==> src/rtl/img_pkg.sv <==
// Shared image-buffer types, widths and the source pixel address mapping.
package img_pkg;

  localparam int unsigned COORD_W         = 11;
  localparam int unsigned BYTES_PER_PIXEL = 3;
  localparam int unsigned ADDR_W          = 32;
  localparam int unsigned DATA_W          = 16;
  localparam int unsigned THRESH_W        = 10;
  localparam int unsigned SUM_W           = 10;
  localparam int unsigned MARGIN_W        = 12;

  typedef enum logic [2:0] {
    IDLE,
    READ,
    CAPTURE,
    EVAL,
    FINAL,
    DONE
  } state_e;

  typedef struct packed {
    logic [COORD_W-1:0] x_min;
    logic [COORD_W-1:0] x_max;
    logic [COORD_W-1:0] y_min;
    logic [COORD_W-1:0] y_max;
  } bbox_t;

  // Byte address of channel c of pixel (x, y); rows are stored bottom-up, B,G,R order.
  function automatic logic [ADDR_W-1:0] pixel_addr(
    input logic [COORD_W-1:0] x,
    input logic [COORD_W-1:0] y,
    input logic [1:0]         c,
    input int unsigned        width,
    input int unsigned        height
  );
    int unsigned row;
    row = height - 32'(y) - 32'd1;
    return ADDR_W'(row * width * BYTES_PER_PIXEL + 32'(x) * BYTES_PER_PIXEL + 32'(c));
  endfunction

endpackage

==> src/rtl/bbox_finder_if.sv <==
// Read port into the shared source pixel buffer.
interface bbox_finder_if;

  logic [img_pkg::ADDR_W-1:0] readAddr;
  logic                       rden;
  logic [img_pkg::DATA_W-1:0] readdata;

  modport master (output readAddr, output rden, input readdata);
  modport slave  (input readAddr, input rden, output readdata);

endinterface

==> src/rtl/bbox_accumulator.sv <==
// Running min/max of foreground pixel coordinates for one scan.
module bbox_accumulator
  import img_pkg::*;
#(
  parameter int unsigned WIDTH  = 100,
  parameter int unsigned HEIGHT = 100
) (
  input  logic               clk,
  input  logic               rst_n,
  input  logic               clear,
  input  logic               upd_en,
  input  logic [COORD_W-1:0] x,
  input  logic [COORD_W-1:0] y,
  output logic [COORD_W-1:0] minx,
  output logic [COORD_W-1:0] maxx,
  output logic [COORD_W-1:0] miny,
  output logic [COORD_W-1:0] maxy,
  output logic               hit
);

  localparam logic [COORD_W-1:0] X_LAST = COORD_W'(WIDTH - 1);
  localparam logic [COORD_W-1:0] Y_LAST = COORD_W'(HEIGHT - 1);

  logic [COORD_W-1:0] minx_q, minx_d;
  logic [COORD_W-1:0] maxx_q, maxx_d;
  logic [COORD_W-1:0] miny_q, miny_d;
  logic [COORD_W-1:0] maxy_q, maxy_d;
  logic               hit_q, hit_d;

  // Clear to an empty (inverted) box, or widen the box to include (x, y).
  always_comb begin
    minx_d = minx_q;
    maxx_d = maxx_q;
    miny_d = miny_q;
    maxy_d = maxy_q;
    hit_d  = hit_q;
    if (clear) begin
      minx_d = X_LAST;
      maxx_d = '0;
      miny_d = Y_LAST;
      maxy_d = '0;
      hit_d  = 1'b0;
    end else if (upd_en) begin
      hit_d = 1'b1;
      if (x < minx_q) minx_d = x;
      if (x > maxx_q) maxx_d = x;
      if (y < miny_q) miny_d = y;
      if (y > maxy_q) maxy_d = y;
    end
  end

  // Box registers, synchronous active-low reset.
  always_ff @(posedge clk) begin
    if (!rst_n) begin
      minx_q <= X_LAST;
      maxx_q <= '0;
      miny_q <= Y_LAST;
      maxy_q <= '0;
      hit_q  <= 1'b0;
    end else begin
      minx_q <= minx_d;
      maxx_q <= maxx_d;
      miny_q <= miny_d;
      maxy_q <= maxy_d;
      hit_q  <= hit_d;
    end
  end

  assign minx = minx_q;
  assign maxx = maxx_q;
  assign miny = miny_q;
  assign maxy = maxy_q;
  assign hit  = hit_q;

endmodule

==> src/rtl/bbox_finder.sv <==
// Scans the source image and publishes the bounding box of dark pixels.
module bbox_finder
  import img_pkg::*;
#(
  parameter int unsigned WIDTH  = 100,
  parameter int unsigned HEIGHT = 100,
  parameter int unsigned MARGIN = 0
) (
  input  logic                clk,
  input  logic                rst_n,
  input  logic                start,
  input  logic [THRESH_W-1:0] thresh,
  bbox_finder_if.master       rd,
  output logic                done,
  output logic                found,
  output logic [COORD_W-1:0]  xMin,
  output logic [COORD_W-1:0]  xMax,
  output logic [COORD_W-1:0]  yMin,
  output logic [COORD_W-1:0]  yMax
);

  localparam logic [COORD_W-1:0]  X_LAST    = COORD_W'(WIDTH - 1);
  localparam logic [COORD_W-1:0]  Y_LAST    = COORD_W'(HEIGHT - 1);
  localparam logic [MARGIN_W-1:0] MARGIN_M  = MARGIN_W'(MARGIN);
  localparam logic [MARGIN_W-1:0] X_LAST_M  = MARGIN_W'(WIDTH - 1);
  localparam logic [MARGIN_W-1:0] Y_LAST_M  = MARGIN_W'(HEIGHT - 1);
  localparam bbox_t               FULL_BOX  = '{x_min: '0, x_max: X_LAST, y_min: '0, y_max: Y_LAST};

  state_e              state_q, state_d;
  logic [COORD_W-1:0]  x_q, x_d;
  logic [COORD_W-1:0]  y_q, y_d;
  logic [1:0]          c_q, c_d;
  logic [SUM_W-1:0]    sum_q, sum_d;
  logic                done_q, done_d;
  logic                rden_q, rden_d;
  logic [ADDR_W-1:0]   addr_q, addr_d;
  logic                found_q, found_d;
  bbox_t               box_q, box_d;

  logic                acc_clear;
  logic                acc_upd;
  logic [COORD_W-1:0]  acc_minx, acc_maxx, acc_miny, acc_maxy;
  logic                acc_hit;
  bbox_t               clamp_box;

  logic [MARGIN_W:0]   x_lo_diff, y_lo_diff;
  logic [MARGIN_W-1:0] x_hi_sum, y_hi_sum;
  logic                unused_rd_hi;

  assign unused_rd_hi = ^rd.readdata[DATA_W-1:8];

  bbox_accumulator #(
    .WIDTH  (WIDTH),
    .HEIGHT (HEIGHT)
  ) u_acc (
    .clk    (clk),
    .rst_n  (rst_n),
    .clear  (acc_clear),
    .upd_en (acc_upd),
    .x      (x_q),
    .y      (y_q),
    .minx   (acc_minx),
    .maxx   (acc_maxx),
    .miny   (acc_miny),
    .maxy   (acc_maxy),
    .hit    (acc_hit)
  );

  // Grow the detected box by MARGIN and clamp it to the image; borrow bit flags underflow.
  always_comb begin
    x_lo_diff = {2'b00, acc_minx} - {1'b0, MARGIN_M};
    y_lo_diff = {2'b00, acc_miny} - {1'b0, MARGIN_M};
    x_hi_sum  = MARGIN_W'(acc_maxx) + MARGIN_M;
    y_hi_sum  = MARGIN_W'(acc_maxy) + MARGIN_M;
    clamp_box.x_min = x_lo_diff[MARGIN_W] ? '0 : COORD_W'(x_lo_diff);
    clamp_box.y_min = y_lo_diff[MARGIN_W] ? '0 : COORD_W'(y_lo_diff);
    clamp_box.x_max = (x_hi_sum > X_LAST_M) ? X_LAST : COORD_W'(x_hi_sum);
    clamp_box.y_max = (y_hi_sum > Y_LAST_M) ? Y_LAST : COORD_W'(y_hi_sum);
  end

  // Scan sequencer: next state, counters, accumulator controls and next output values.
  always_comb begin
    state_d   = state_q;
    x_d       = x_q;
    y_d       = y_q;
    c_d       = c_q;
    sum_d     = sum_q;
    found_d   = found_q;
    box_d     = box_q;
    acc_clear = 1'b0;
    acc_upd   = 1'b0;

    case (state_q)
      IDLE, DONE: begin
        if (start) begin
          x_d       = '0;
          y_d       = '0;
          c_d       = '0;
          sum_d     = '0;
          acc_clear = 1'b1;
          state_d   = READ;
        end
      end
      READ: begin
        state_d = CAPTURE;
      end
      CAPTURE: begin
        sum_d = sum_q + SUM_W'(rd.readdata[7:0]);
        if (c_q != 2'd2) begin
          c_d     = c_q + 2'd1;
          state_d = READ;
        end else begin
          state_d = EVAL;
        end
      end
      EVAL: begin
        if (sum_q < thresh) acc_upd = 1'b1;
        sum_d = '0;
        c_d   = '0;
        if (x_q == X_LAST) begin
          x_d = '0;
          if (y_q == Y_LAST) begin
            y_d     = '0;
            state_d = FINAL;
          end else begin
            y_d     = y_q + COORD_W'(1);
            state_d = READ;
          end
        end else begin
          x_d     = x_q + COORD_W'(1);
          state_d = READ;
        end
      end
      FINAL: begin
        if (acc_hit) begin
          box_d   = clamp_box;
          found_d = 1'b1;
        end else begin
          box_d   = FULL_BOX;
          found_d = 1'b0;
        end
        state_d = DONE;
      end
      default: begin
        state_d = IDLE;
      end
    endcase

    done_d = (state_d == DONE);
    rden_d = (state_d == READ);
    addr_d = rden_d ? pixel_addr(x_d, y_d, c_d, WIDTH, HEIGHT) : '0;
  end

  // State, counters and registered outputs, synchronous active-low reset.
  always_ff @(posedge clk) begin
    if (!rst_n) begin
      state_q <= IDLE;
      x_q     <= '0;
      y_q     <= '0;
      c_q     <= '0;
      sum_q   <= '0;
      done_q  <= 1'b0;
      rden_q  <= 1'b0;
      addr_q  <= '0;
      found_q <= 1'b0;
      box_q   <= FULL_BOX;
    end else begin
      state_q <= state_d;
      x_q     <= x_d;
      y_q     <= y_d;
      c_q     <= c_d;
      sum_q   <= sum_d;
      done_q  <= done_d;
      rden_q  <= rden_d;
      addr_q  <= addr_d;
      found_q <= found_d;
      box_q   <= box_d;
    end
  end

  assign rd.readAddr = addr_q;
  assign rd.rden     = rden_q;
  assign done        = done_q;
  assign found       = found_q;
  assign xMin        = box_q.x_min;
  assign xMax        = box_q.x_max;
  assign yMin        = box_q.y_min;
  assign yMax        = box_q.y_max;

endmodule

==> src/flat_wrapper.sv <==
// flat-port wrapper written by rule: the top's interface ports become plain ports
module bbox_finder_flat import img_pkg::*;
#(
  parameter int unsigned WIDTH  = 100,
  parameter int unsigned HEIGHT = 100,
  parameter int unsigned MARGIN = 0
)
  (clk, rst_n, start, thresh, done, found, xMin, xMax, yMin, yMax, rd_readAddr, rd_rden, rd_readdata);
  bbox_finder_if rd_i ();
  input  logic clk;
  input  logic rst_n;
  input  logic start;
  input  logic [THRESH_W-1:0] thresh;
  output logic done;
  output logic found;
  output logic [COORD_W-1:0] xMin;
  output logic [COORD_W-1:0] xMax;
  output logic [COORD_W-1:0] yMin;
  output logic [COORD_W-1:0] yMax;
  output wire logic [$bits(rd_i.readAddr)-1:0] rd_readAddr;
  output wire logic [$bits(rd_i.rden)-1:0] rd_rden;
  input wire logic [$bits(rd_i.readdata)-1:0] rd_readdata;
  assign rd_readAddr = rd_i.readAddr;
  assign rd_rden = rd_i.rden;
  assign rd_i.readdata = rd_readdata;
  bbox_finder #(.WIDTH(WIDTH), .HEIGHT(HEIGHT), .MARGIN(MARGIN)) u_core (.clk(clk), .rst_n(rst_n), .start(start), .thresh(thresh), .rd(rd_i), .done(done), .found(found), .xMin(xMin), .xMax(xMax), .yMin(yMin), .yMax(yMax));
endmodule
==> config.mk <==
export PLATFORM = sky130hd
export DESIGN_NAME = bbox_finder_flat
export DESIGN_NICKNAME = d
export VERILOG_FILES = /design/src/rtl/img_pkg.sv /design/src/rtl/bbox_finder_if.sv /design/src/rtl/bbox_accumulator.sv /design/src/rtl/bbox_finder.sv /design/src/flat_wrapper.sv
export SDC_FILE = /design/constraint.sdc
export NUM_CORES = 1
export LEC_CHECK = 0
export ABC_AREA = 0
export BUFFER_PORTS_ARGS = -buffer_cell sky130_fd_sc_hd__buf_2
export CELL_PAD_IN_SITES_DETAIL_PLACEMENT = 0
export CELL_PAD_IN_SITES_GLOBAL_PLACEMENT = 2
export CORE_MARGIN = 5
export CORE_UTILIZATION = 33
export CTS_CLUSTER_DIAMETER = 200
export DETAILED_ROUTE_END_ITERATION = 7
export PLACE_DENSITY = 0.79
export SLEW_MARGIN = 10
export SYNTH_ARGS = -nofsm -noshare
export SYNTH_HDL_FRONTEND = slang
export SYNTH_HIERARCHICAL = 1
export SYNTH_SLANG_ARGS = --single-unit
export TNS_END_PERCENT = 50
==> constraint.sdc <==
create_clock -name clk -period 11 [get_ports clk]
set_input_delay 2.2 -clock clk [delete_from_list [all_inputs] [get_ports clk]]
set_output_delay 2.2 -clock clk [all_outputs]
set_load 0.1 [all_outputs]
# Word-level counts from Yosys, hierarchy flattened
# Index checks and enable logic that the tools add are counted.
# totals
register_bits,161
inputBits,29
out_inout_bits,79
# op_classes
n_addsub,8
n_mul,3
order_cmp,7
eq_ne,11
mux,25
bitwise,1
reduce_logical,10
# ops
op,n
11-bit two-way mux,7
44-bit two-way mux,1
11-bit one-hot mux with 2 select lines,2
32-bit by 13-bit adder with 32-bit output,1
32-bit by 2-bit adder with 32-bit output,1
"32-bit by 5-bit multiplier with 30-bit output, second input constant",1
"32-bit by 1-bit subtractor with 32-bit output, second input constant",1
"30-bit by 2-bit multiplier with 30-bit output, second input constant",1
10-bit one-hot mux with 3 select lines,1
"11-bit by 1-bit adder with 11-bit output, second input constant",2
"11-bit by 7-bit equality test with 1-bit output, second input constant",2
11-bit > comparator,2
"11-bit by 7-bit > comparator with 1-bit output, second input constant",2
11-bit < comparator,2
3-bit one-hot mux with 5 select lines,1
"11-bit by 2-bit multiplier with 13-bit output, second input constant",1
2-bit AND reduction,6
"7-bit by 11-bit subtractor with 12-bit output, first input constant",1
10-bit by 8-bit adder with 10-bit output,1
10-bit < comparator,1
10-bit two-way mux,1
"3-bit equality test, second input constant",3
3-bit two-way mux,3
"3-bit by 1-bit equality test with 1-bit output, second input constant",2
10 further kinds,19

# Depth between registers and ports, before layout
# Gate-level depths: netlist (run 1).
# logic_depth
depth_word,10
mapped_depth,43

# Modules after synthesis
# The synthesis (run 1) kept the hierarchy.
# modules_own_cells
mod,instances,cells_each,area_each_um2,seq_area_each_um2
bbox_finder,1,1156,9385.3,2322.2
bbox_accumulator,1,328,2821.5,900.9

# Least setup slack after synthesis (run 1)
# OpenSTA, ideal clock, no wires.
# synth_timing
path_type,input -> register
start,input port start
end,register u_core.addr_q[31] (netlist: u_core/rd.readAddr[31])
setup_time_ns,0.123
t_arrival_ns,10.213
path_slack_ns,0.663
path_stages,39
cell_sequence,nor2b_1 -> a21oi_1 -> clkbuf_1 -> o21ai_0 -> nand2_1 -> inv_1 -> ha_1 -> a21oi_1 -> nand2_1 -> o31ai_2 -> nor2_1 -> nor4_1 -> nand3_1 -> nand3b_1 -> xnor2_1 -> ha_1 -> ha_1 -> inv_1 -> [... 3 more ...] -> and2_1 -> o21ai_0 -> o21ai_0 -> o41ai_1 -> o21ai_0 -> a21oi_1 -> ha_1 -> a21oi_1 -> o21ai_0 -> a21o_1 -> a211oi_1 -> a21oi_1 -> o211a_1 -> a211oi_1 -> nand2b_1 -> nor3_1 -> xnor2_1 -> mux2_1
# synth_via
elab_chain_len,8
# synth_rtl
element,line,source
start: declaration,flat_wrapper.sv:12,input logic start;
11-bit two-way mux,bbox_finder.sv:95,if (start) begin
11-bit one-hot mux with 2 select lines,bbox_finder.sv:93,case (state_q)
named net u_core.y_d[1],bbox_finder.sv:31,"logic [COORD_W-1:0] y_q, y_d;"
7-bit by 11-bit subtractor with 12-bit output,img_pkg.sv:37,row = height - 32'(y) - 32'd1;
32-bit by 1-bit subtractor with 32-bit output,img_pkg.sv:37,
32-bit by 5-bit multiplier with 30-bit output,img_pkg.sv:38,return ADDR_W'(row * width * BYTES_PER_PIXEL + 32'(x) * BYTES_PER_PIXEL + 32'(c));
30-bit by 2-bit multiplier with 30-bit output,img_pkg.sv:38,
32-bit by 13-bit adder with 32-bit output,img_pkg.sv:38,
32-bit by 2-bit adder with 32-bit output,img_pkg.sv:38,
end signal: assignment,bbox_finder.sv:175,addr_q <= addr_d;
end: declaration,bbox_finder.sv:36,"logic [ADDR_W-1:0] addr_q, addr_d;"
# The timed path passes the listed nets, and every way through them passes these cells.
# A chain may end at the register's enable or synchronous reset.

# Worst setup path after layout (run 1)
# layout_timing
start,input port start
end,register u_core.addr_q[31] (netlist: u_core/rd.readAddr[31])
# layout_via
elab_chain_len,8
# layout_rtl
element,line
11-bit two-way mux,bbox_finder.sv:95
11-bit one-hot mux with 2 select lines,bbox_finder.sv:93
7-bit by 11-bit subtractor with 12-bit output,img_pkg.sv:37
32-bit by 1-bit subtractor with 32-bit output,img_pkg.sv:37
32-bit by 5-bit multiplier with 30-bit output,img_pkg.sv:38
30-bit by 2-bit multiplier with 30-bit output,img_pkg.sv:38
32-bit by 13-bit adder with 32-bit output,img_pkg.sv:38
32-bit by 2-bit adder with 32-bit output,img_pkg.sv:38
# Parallel ways exist; a longest one is shown, timed or not.

==> results of run 1 <==
cell type report:
| type | instances | area [um2] | share of cell area [%] |
|---|---|---|---|
| Clock inverter | 15 | 195 | 1.39 |
| Multi-Input combinational cell | 1128 | 8250 | 58.7 |
| Clock buffer | 17 | 425 | 3.03 |
| Inverter | 146 | 553 | 3.94 |
| Timing Repair Buffer | 142 | 818 | 5.83 |
| Tap cell | 468 | 586 | 4.17 |
| Sequential cell | 161 | 3220 | 22.9 |
timing repair:
item,CTS,global route
endpoints found under the setup margin,0,2
hold endpoints to repair,0,0
hold buffers,0,0
gates resized for setup,0,5
metrics by stage:
step	setup slack, ns	total power, mW	cells	hold WS, ns
floorplan	0.663	0.667	1484	0.438
global route	-0.0296	1.37	2077	0.489
detailed placement	0.184	0.689	2045	0.454
CTS	0.596	1.34	2077	0.465
finish	0.806	1.31	2077	0.459
global placement	0.169	0.689	2045	0.453
critical path, delay by kind of cell:
kind	cells	cell delay (ns)
adders and majority gates	6	2.02
buffers and inverters	7	0.88
xor gates and xnor gates	2	0.40
and+or+nand+nor	10	1.31
muxes	1	0.34
AOI/OAI and AO/OA	17	3.38
synthesized netlist by cell type (6+ instances only):
library cell,instances,area share [%]
a21boi_0,26,1.6
ha_1,145,15
inv_1,145,4.5
and3_1,16,0.82
o21a_1,8,0.49
nor4_1,8,0.41
a22oi_1,16,0.98
dfxtp_1,161,26
o31ai_1,7,0.43
fa_1,24,3.9
and2_1,27,1.4
a21o_1,22,1.4
o22ai_1,10,0.51
clkbuf_1,41,1.3
nand2_1,159,4.9
nor2b_1,43,2.2
o31a_1,6,0.43
xnor2_1,55,3.9
nand3_1,56,2.3
a31oi_1,6,0.31
a211oi_1,16,0.98
mux2i_1,41,3.4
a21oi_1,81,3.3
xor2_1,32,2.3
o21bai_1,7,0.43
nand2b_1,12,0.61
o21ai_0,68,2.8
nor3_1,19,0.78
nand4_1,18,0.92
nor2_1,103,3.2
cells by family (layout without fill, tap and decap cells):
logic type,count (synthesis),in the layout,synth area share (%)
AO/OA/AOI/OAI,317,317,17.4
buffers and inverters,195,320,6.23
AND/OR/NAND/NOR,511,511,21.3
flip-flops,161,161,26.4
XOR/XNOR,88,88,6.38
multiplexers,43,43,3.55
adder cells (fa/ha/maj),169,169,18.8
power by group through the flow:
stage                     Combinational [mW]  Clock [mW]  Sequential [mW]
after floorplan                       0.0449           0            0.622
after global placement                0.0836           0            0.605
final                                 0.0830       0.633            0.591
after detailed placement              0.0842           0            0.605
after CTS                             0.0845       0.659            0.591
after global routing                  0.0921       0.683            0.592
layout by cell type (no fill, tap or decap), types with 8 or more instances in the layout:
master	instances
dfxtp_1	161
nand2b_1	12
nor2b_1	41
o21ai_0	66
xnor2_1	55
a21o_1	22
a211oi_1	16
a21boi_0	26
fa_1	24
xor2_1	32
a22oi_1	16
ha_1	145
o21a_1	8
and3_1	16
buf_2	99
o22ai_1	10
buf_4	43
a21oi_1	80
nand2_1	159
inv_1	145
nand4_1	18
mux2i_1	41
nor2_1	103
and2_1	27
clkbuf_16	17
nand3_1	56
nor3_1	19
metal layers:
| layer | track usage, % | vias to the layer above |
|---|---|---|
| met2 | 24.5 | 125 |
| met5 | 0 | - |
| met1 | 20.8 | 4777 |
| li1 | - | 5380 |
| met3 | 2.63 | 20 |
| met4 | 3.54 | 0 |
worst paths after layout:
| check | cells after the start | endpoint | startpoint |
|---|---|---|---|
| worst max-delay path | 43 | u_core/rd.readAddr[31]$_SDFF_PN0_ | start |
| worst min-delay path | 2 | u_core/xMin[5]$_SDFFE_PN0P_ | u_core/xMin[5]$_SDFFE_PN0P_ |
| worst max register to register | 41 | u_core/rd.readAddr[31]$_SDFF_PN0_ | u_core/x_q[0]$_SDFF_PN0_ |
| worst min register to register | 2 | u_core/xMin[5]$_SDFFE_PN0P_ | u_core/xMin[5]$_SDFFE_PN0P_ |
==> results.yml, run 1 <==
outcome:
  status: "finished, final reports clean"
sta:
  setup_viol: 0
  slew_headroom_pct: 24.0
  final-hold-violation-count: 0
  fin_crit_sh_pct: 92.7
  tns_ns: 0
  drv_slew: 0
  fin_crit_ns: 10.19
  fmaxAchievable_ghz: 0.0981
  fin_skew_ns: 0.0149
  worst_slew_pin_slew_ns: 1.14
worst_setup_path:
  crit_type: "input pin to register"
  required_ns: 11.33
  cp-start-kind: "input pin"
  cp-end-kind: "register"
  cp_max_fo: 12
  ff2ff_setup_slack_ns: 1.25
  arrival_ns: 10.52
  cp_slowest_cell: "fa_1"
  max_stage_delay_ns: 0.50
placement:
  hpwl_mm: 23.7
  port_buffers: 99
  place.gp.congestion: 0.778
  placed_area_um2: 13400
cts:
  clk_pin_slew_ns: 0.07
  numCtsBuffers: 17
  cts_buffer_depth: 2
  post_cts_buffers: 0
  cts_max_level: 4
  insertion_delay_ns: 0.45
  cts_root_buf: "clkbuf_16"
  cts.sinks: 161
  cts_tree: "done"
layout:
  fill_cells: 3810
  fin_util_pct: 38.5
  antenna_cells: 0
  drive_gt1_share_pct: 13.3
  syn_to_final_growth_pct: 15.1
  layout.nets: 1794
  post-route-cell-area_um2: 14000
  largest_register_ffs: 32
global_routing:
  grt_pass1_vias: 10100
  grt_usage_pct: 15.0
  antenna_found_initial: 0
  grt_max_degree: 84
  grt-ovfl-total: 0
  grt_pass1_wl_mm: 51.2
logic_synthesis:
  synth_fp_nets: 1682
  ys_ff_latch: 161
  syn_inst: 1484
  syn_area_um2: 12200
  synth_cell_type_count: 86
  yosys_warnings: 6
  synth-main-ff-cell: "dfxtp_1"
  yosysSeqAreaShare_pct: 26.4
  synth_edf_count: 0
  avgSynthCellArea_um2: 8.23
  ys_async_sr_fraction_pct: 0
floorplanning:
  dieArea_um2: 40900
  start_util_pct: 33.4
  die_h_um: 202
  core_um2: 36500
  die_w_um: 202
  rows: 70
  ioPinCount: 108
min_path:
  holdCritPathClass: "register to register"
power_and_ir_drop:
  vdd_ir_drop_max_mv: 0.106
  power.clock.fraction_pct: 48.4
  intPower_uw: 958
  p_comb_share_pct: 6.3
  p_seq_share_pct: 45.2
  p_per_area_nw_per_um2: 93.1
  switching_share_pct: 26.7
  p_leak_nw: 6.36
  power.switching_uw: 349
route:
  routed.top_layer: "met4"
  via_per_inst: 4.96
  firstDrtPassIters: 5
  drc: 0
  antenna_left: 0
  wl_met2_mm: 14.0
  routed_wl_mm: 30.8
  met1_length_mm: 15.6
  vias: 10300
  wl_per_cell_um: 14.8
  drt_iter0_drc: 454
  wl_met3_um: 908
job:
  maxCapViolCount: 0
Note: power is estimated with default switching activity, not from simulation.
==> run 2: changes to the inputs <==
--- a/config.mk
+++ b/config.mk
@@ -6,14 +6,14 @@
 export NUM_CORES = 1
 export LEC_CHECK = 0
 export ABC_AREA = 0
-export BUFFER_PORTS_ARGS = -buffer_cell sky130_fd_sc_hd__buf_2
 export CELL_PAD_IN_SITES_DETAIL_PLACEMENT = 0
 export CELL_PAD_IN_SITES_GLOBAL_PLACEMENT = 2
 export CORE_MARGIN = 5
-export CORE_UTILIZATION = 33
+export CORE_UTILIZATION = 36
 export CTS_CLUSTER_DIAMETER = 200
 export DETAILED_ROUTE_END_ITERATION = 7
-export PLACE_DENSITY = 0.79
+export DONT_BUFFER_PORTS = 1
+export PLACE_DENSITY = 0.8
 export SLEW_MARGIN = 10
 export SYNTH_ARGS = -nofsm -noshare
 export SYNTH_HDL_FRONTEND = slang
==> run 2 against run 1 <==
Flip-flop and latch count unchanged. Non-clock buffer count down 102. Sequential share of layout area up 0.95 points. Clock-buffer cell count up 3. Critical path type unchanged. Die area down 7.9%. Clock power down 2%. Fmax up 0.41%. Register-to-register slack about the same. Total power down 1.9%.
==> results.yml, run 2 (synthesis results as in run 1) <==
worst_setup_path:
  r2r-start: "u_core/x_q[0]$_SDFF_PN0_"
  arrival_ns: 10.48
  crit_type: "input pin to register"
  max_stage_delay_ns: 0.50
  cp-start-kind: "input pin"
  worstReg2RegEnd: "u_core/rd.readAddr[31]$_SDFF_PN0_"
  cp-end-kind: "register"
  cpMostUsedCell: "o21ai_0"
  required_ns: 11.33
  cp_slowest_cell: "fa_1"
  ff2ff_setup_slack_ns: 1.26
  r2r_cells: 39
  cp_max_fo: 15
sta:
  whs_ns: 0.472
  worst_slew_pin_slew_ns: 1.16
  slew_headroom_pct: 22.7
  final-hold-violation-count: 0
  fin_crit_sh_pct: 92.3
  setup_viol: 0
  rsz0062_at_grt: "false"
  fin_crit_ns: 10.15
  fmaxAchievable_ghz: 0.0985
  tns_ns: 0
  drv_slew: 0
  fin_skew_ns: 0.0129
global_routing:
  grt_usage_pct: 16.0
  grtUsageMet2_pct: 25.7
  antenna_found_initial: 0
  grt_max_degree: 84
  grt_pass1_wl_mm: 50.5
  met1_usage_pct: 22.7
  use_met3_pct: 3.01
  grt.busiest_layer: "met2"
  grt-ovfl-total: 0
  grt_pass1_vias: 9708
route:
  drt_iter0_drc: 549
  routed_wl_mm: 30.3
  drc: 0
  firstDrtPassIters: 4
  via_per_inst: 5.07
  vias: 9916
  antenna_left: 0
  wl_per_cell_um: 15.5
min_path:
  hold_depth: 2
  hold_end: "u_core/u_acc/hit$_SDFFE_PP0P_"
  holdCritPathClass: "register to register"
  min_from: "u_core/u_acc/hit$_SDFFE_PP0P_"
power_and_ir_drop:
  p_leak_nw: 5.84
  vdd_ir_drop_max_mv: 0.106
  p_per_area_nw_per_um2: 95.1
layout:
  final-seq-area_um2: 3220
  syn_to_final_growth_pct: 10.5
  antenna_cells: 0
  fill_cells: 3483
  mostFrequentLayoutCells: "dfxtp_1, nand2_1, inv_1, ha_1, nor2_1"
  instances_no_fill: 1955
  largest_register_ffs: 32
  multi_input_area_um2: 8240
  layout_commonest_cell: "dfxtp_1"
  layout.nets: 1692
  drive_gt1_share_pct: 7.37
floorplanning:
  core_um2: 33500
  die_h_um: 194
  rows: 67
  start_util_pct: 36.4
  ioPinCount: 108
  die_w_um: 194
  dieArea_um2: 37700
cts:
  post_cts_buffers: 0
  numCtsBuffers: 17
  cts_max_level: 4
  cts_root_buf: "clkbuf_16"
  cts_buffer_depth: 2
  insertion_delay_ns: 0.45
  clk_pin_slew_ns: 0.07
  hold_buffers: 0
  cts_tree: "done"
  cts.sinks: 161
placement:
  place.gp.congestion: 0.811
  dp_cells: 1923
  hpwl_mm: 22.9
  port_buffers: 0
job:
  maxCapViolCount: 0
outcome:
  status: "finished, final reports clean"
==> run 2: cell types whose count changed in the layout (fill, tap and decap cells not counted), sizes merged <==
cell and delta:
buf -102, clkinvlp -1, clkinv -2, inv +1, clkbuf +3, bufinv -1
==> run 2: area by class of cell <==
| class | count | area share, % |
|---|---|---|
| flip-flops and latches | 161 | 23.9 |
| inverters | 146 | 4.10 |
| multi-input cells | 1128 | 61.1 |
| well taps | 448 | 4.16 |
| clock inverters | 12 | 1.06 |
| repair buffers | 40 | 2.32 |
| clock buffers | 20 | 3.39 |
==> run 2: per-stage QoR <==
step | instance area (um2) | total power, mW | util [%] | setup WS, ns
3_3_place_gp | 12900 | 0.678 | 38.4 | 0.264
6_report | 13500 | 1.28 | 40.2 | 0.848
5_1_grt | 13500 | 1.34 | 40.2 | 0.0332
4_1_cts | 13500 | 1.31 | 40.2 | 0.670
2_1_floorplan | 12200 | 0.667 | - | 0.663
3_5_place_dp | 12900 | 0.678 | 38.4 | 0.260
==> run 2: where the power goes <==
part	internal (mW)	leakage, nW	switching, mW
Combinational	0.0203	4.25	0.0338
Clock	0.334	0.296	0.284
Sequential	0.588	1.30	0.0228
Total	0.942	5.84	0.340
==> run 2: worst max-delay path by stage <==
stage	startpoint	end	slack (ns)	cells after the start
detailed placement	start	u_core/rd.readAddr[31]$_SDFF_PN0_	0.26	42
floorplan	start	u_core/rd.readAddr[31]$_SDFF_PN0_	0.66	39
CTS	start	u_core/rd.readAddr[31]$_SDFF_PN0_	0.67	42
global placement	start	u_core/rd.readAddr[31]$_SDFF_PN0_	0.26	42
finish	start	u_core/rd.readAddr[31]$_SDFF_PN0_	0.85	39
global route	start	u_core/rd.readAddr[31]$_SDFF_PN0_	0.03	43
==> run 2: repair_timing <==
item                       in CTS  in global routing
setup endpoints to repair       0                  1
hold endpoints to repair        0                  0
gates resized for setup         0                  2
==> run 2: worst max-delay path, delay by kind of cell <==
family / cells / cell delay, ns
multiplexers: 1 / 0.33
AO/OA/AOI/OAI: 13 / 2.68
AND/OR/NAND/NOR: 11 / 2.18
buffers and inverters: 5 / 0.57
XOR/XNOR: 3 / 0.66
adder cells (fa/ha/maj): 6 / 1.89
==> run 2: routing by layer <==
layer  part of all wire, %  routed length (um)
met3                   3.5                1050
met5                     0                   0
met2                    45               13500
met1                    51               15500
met4                  0.92                 278
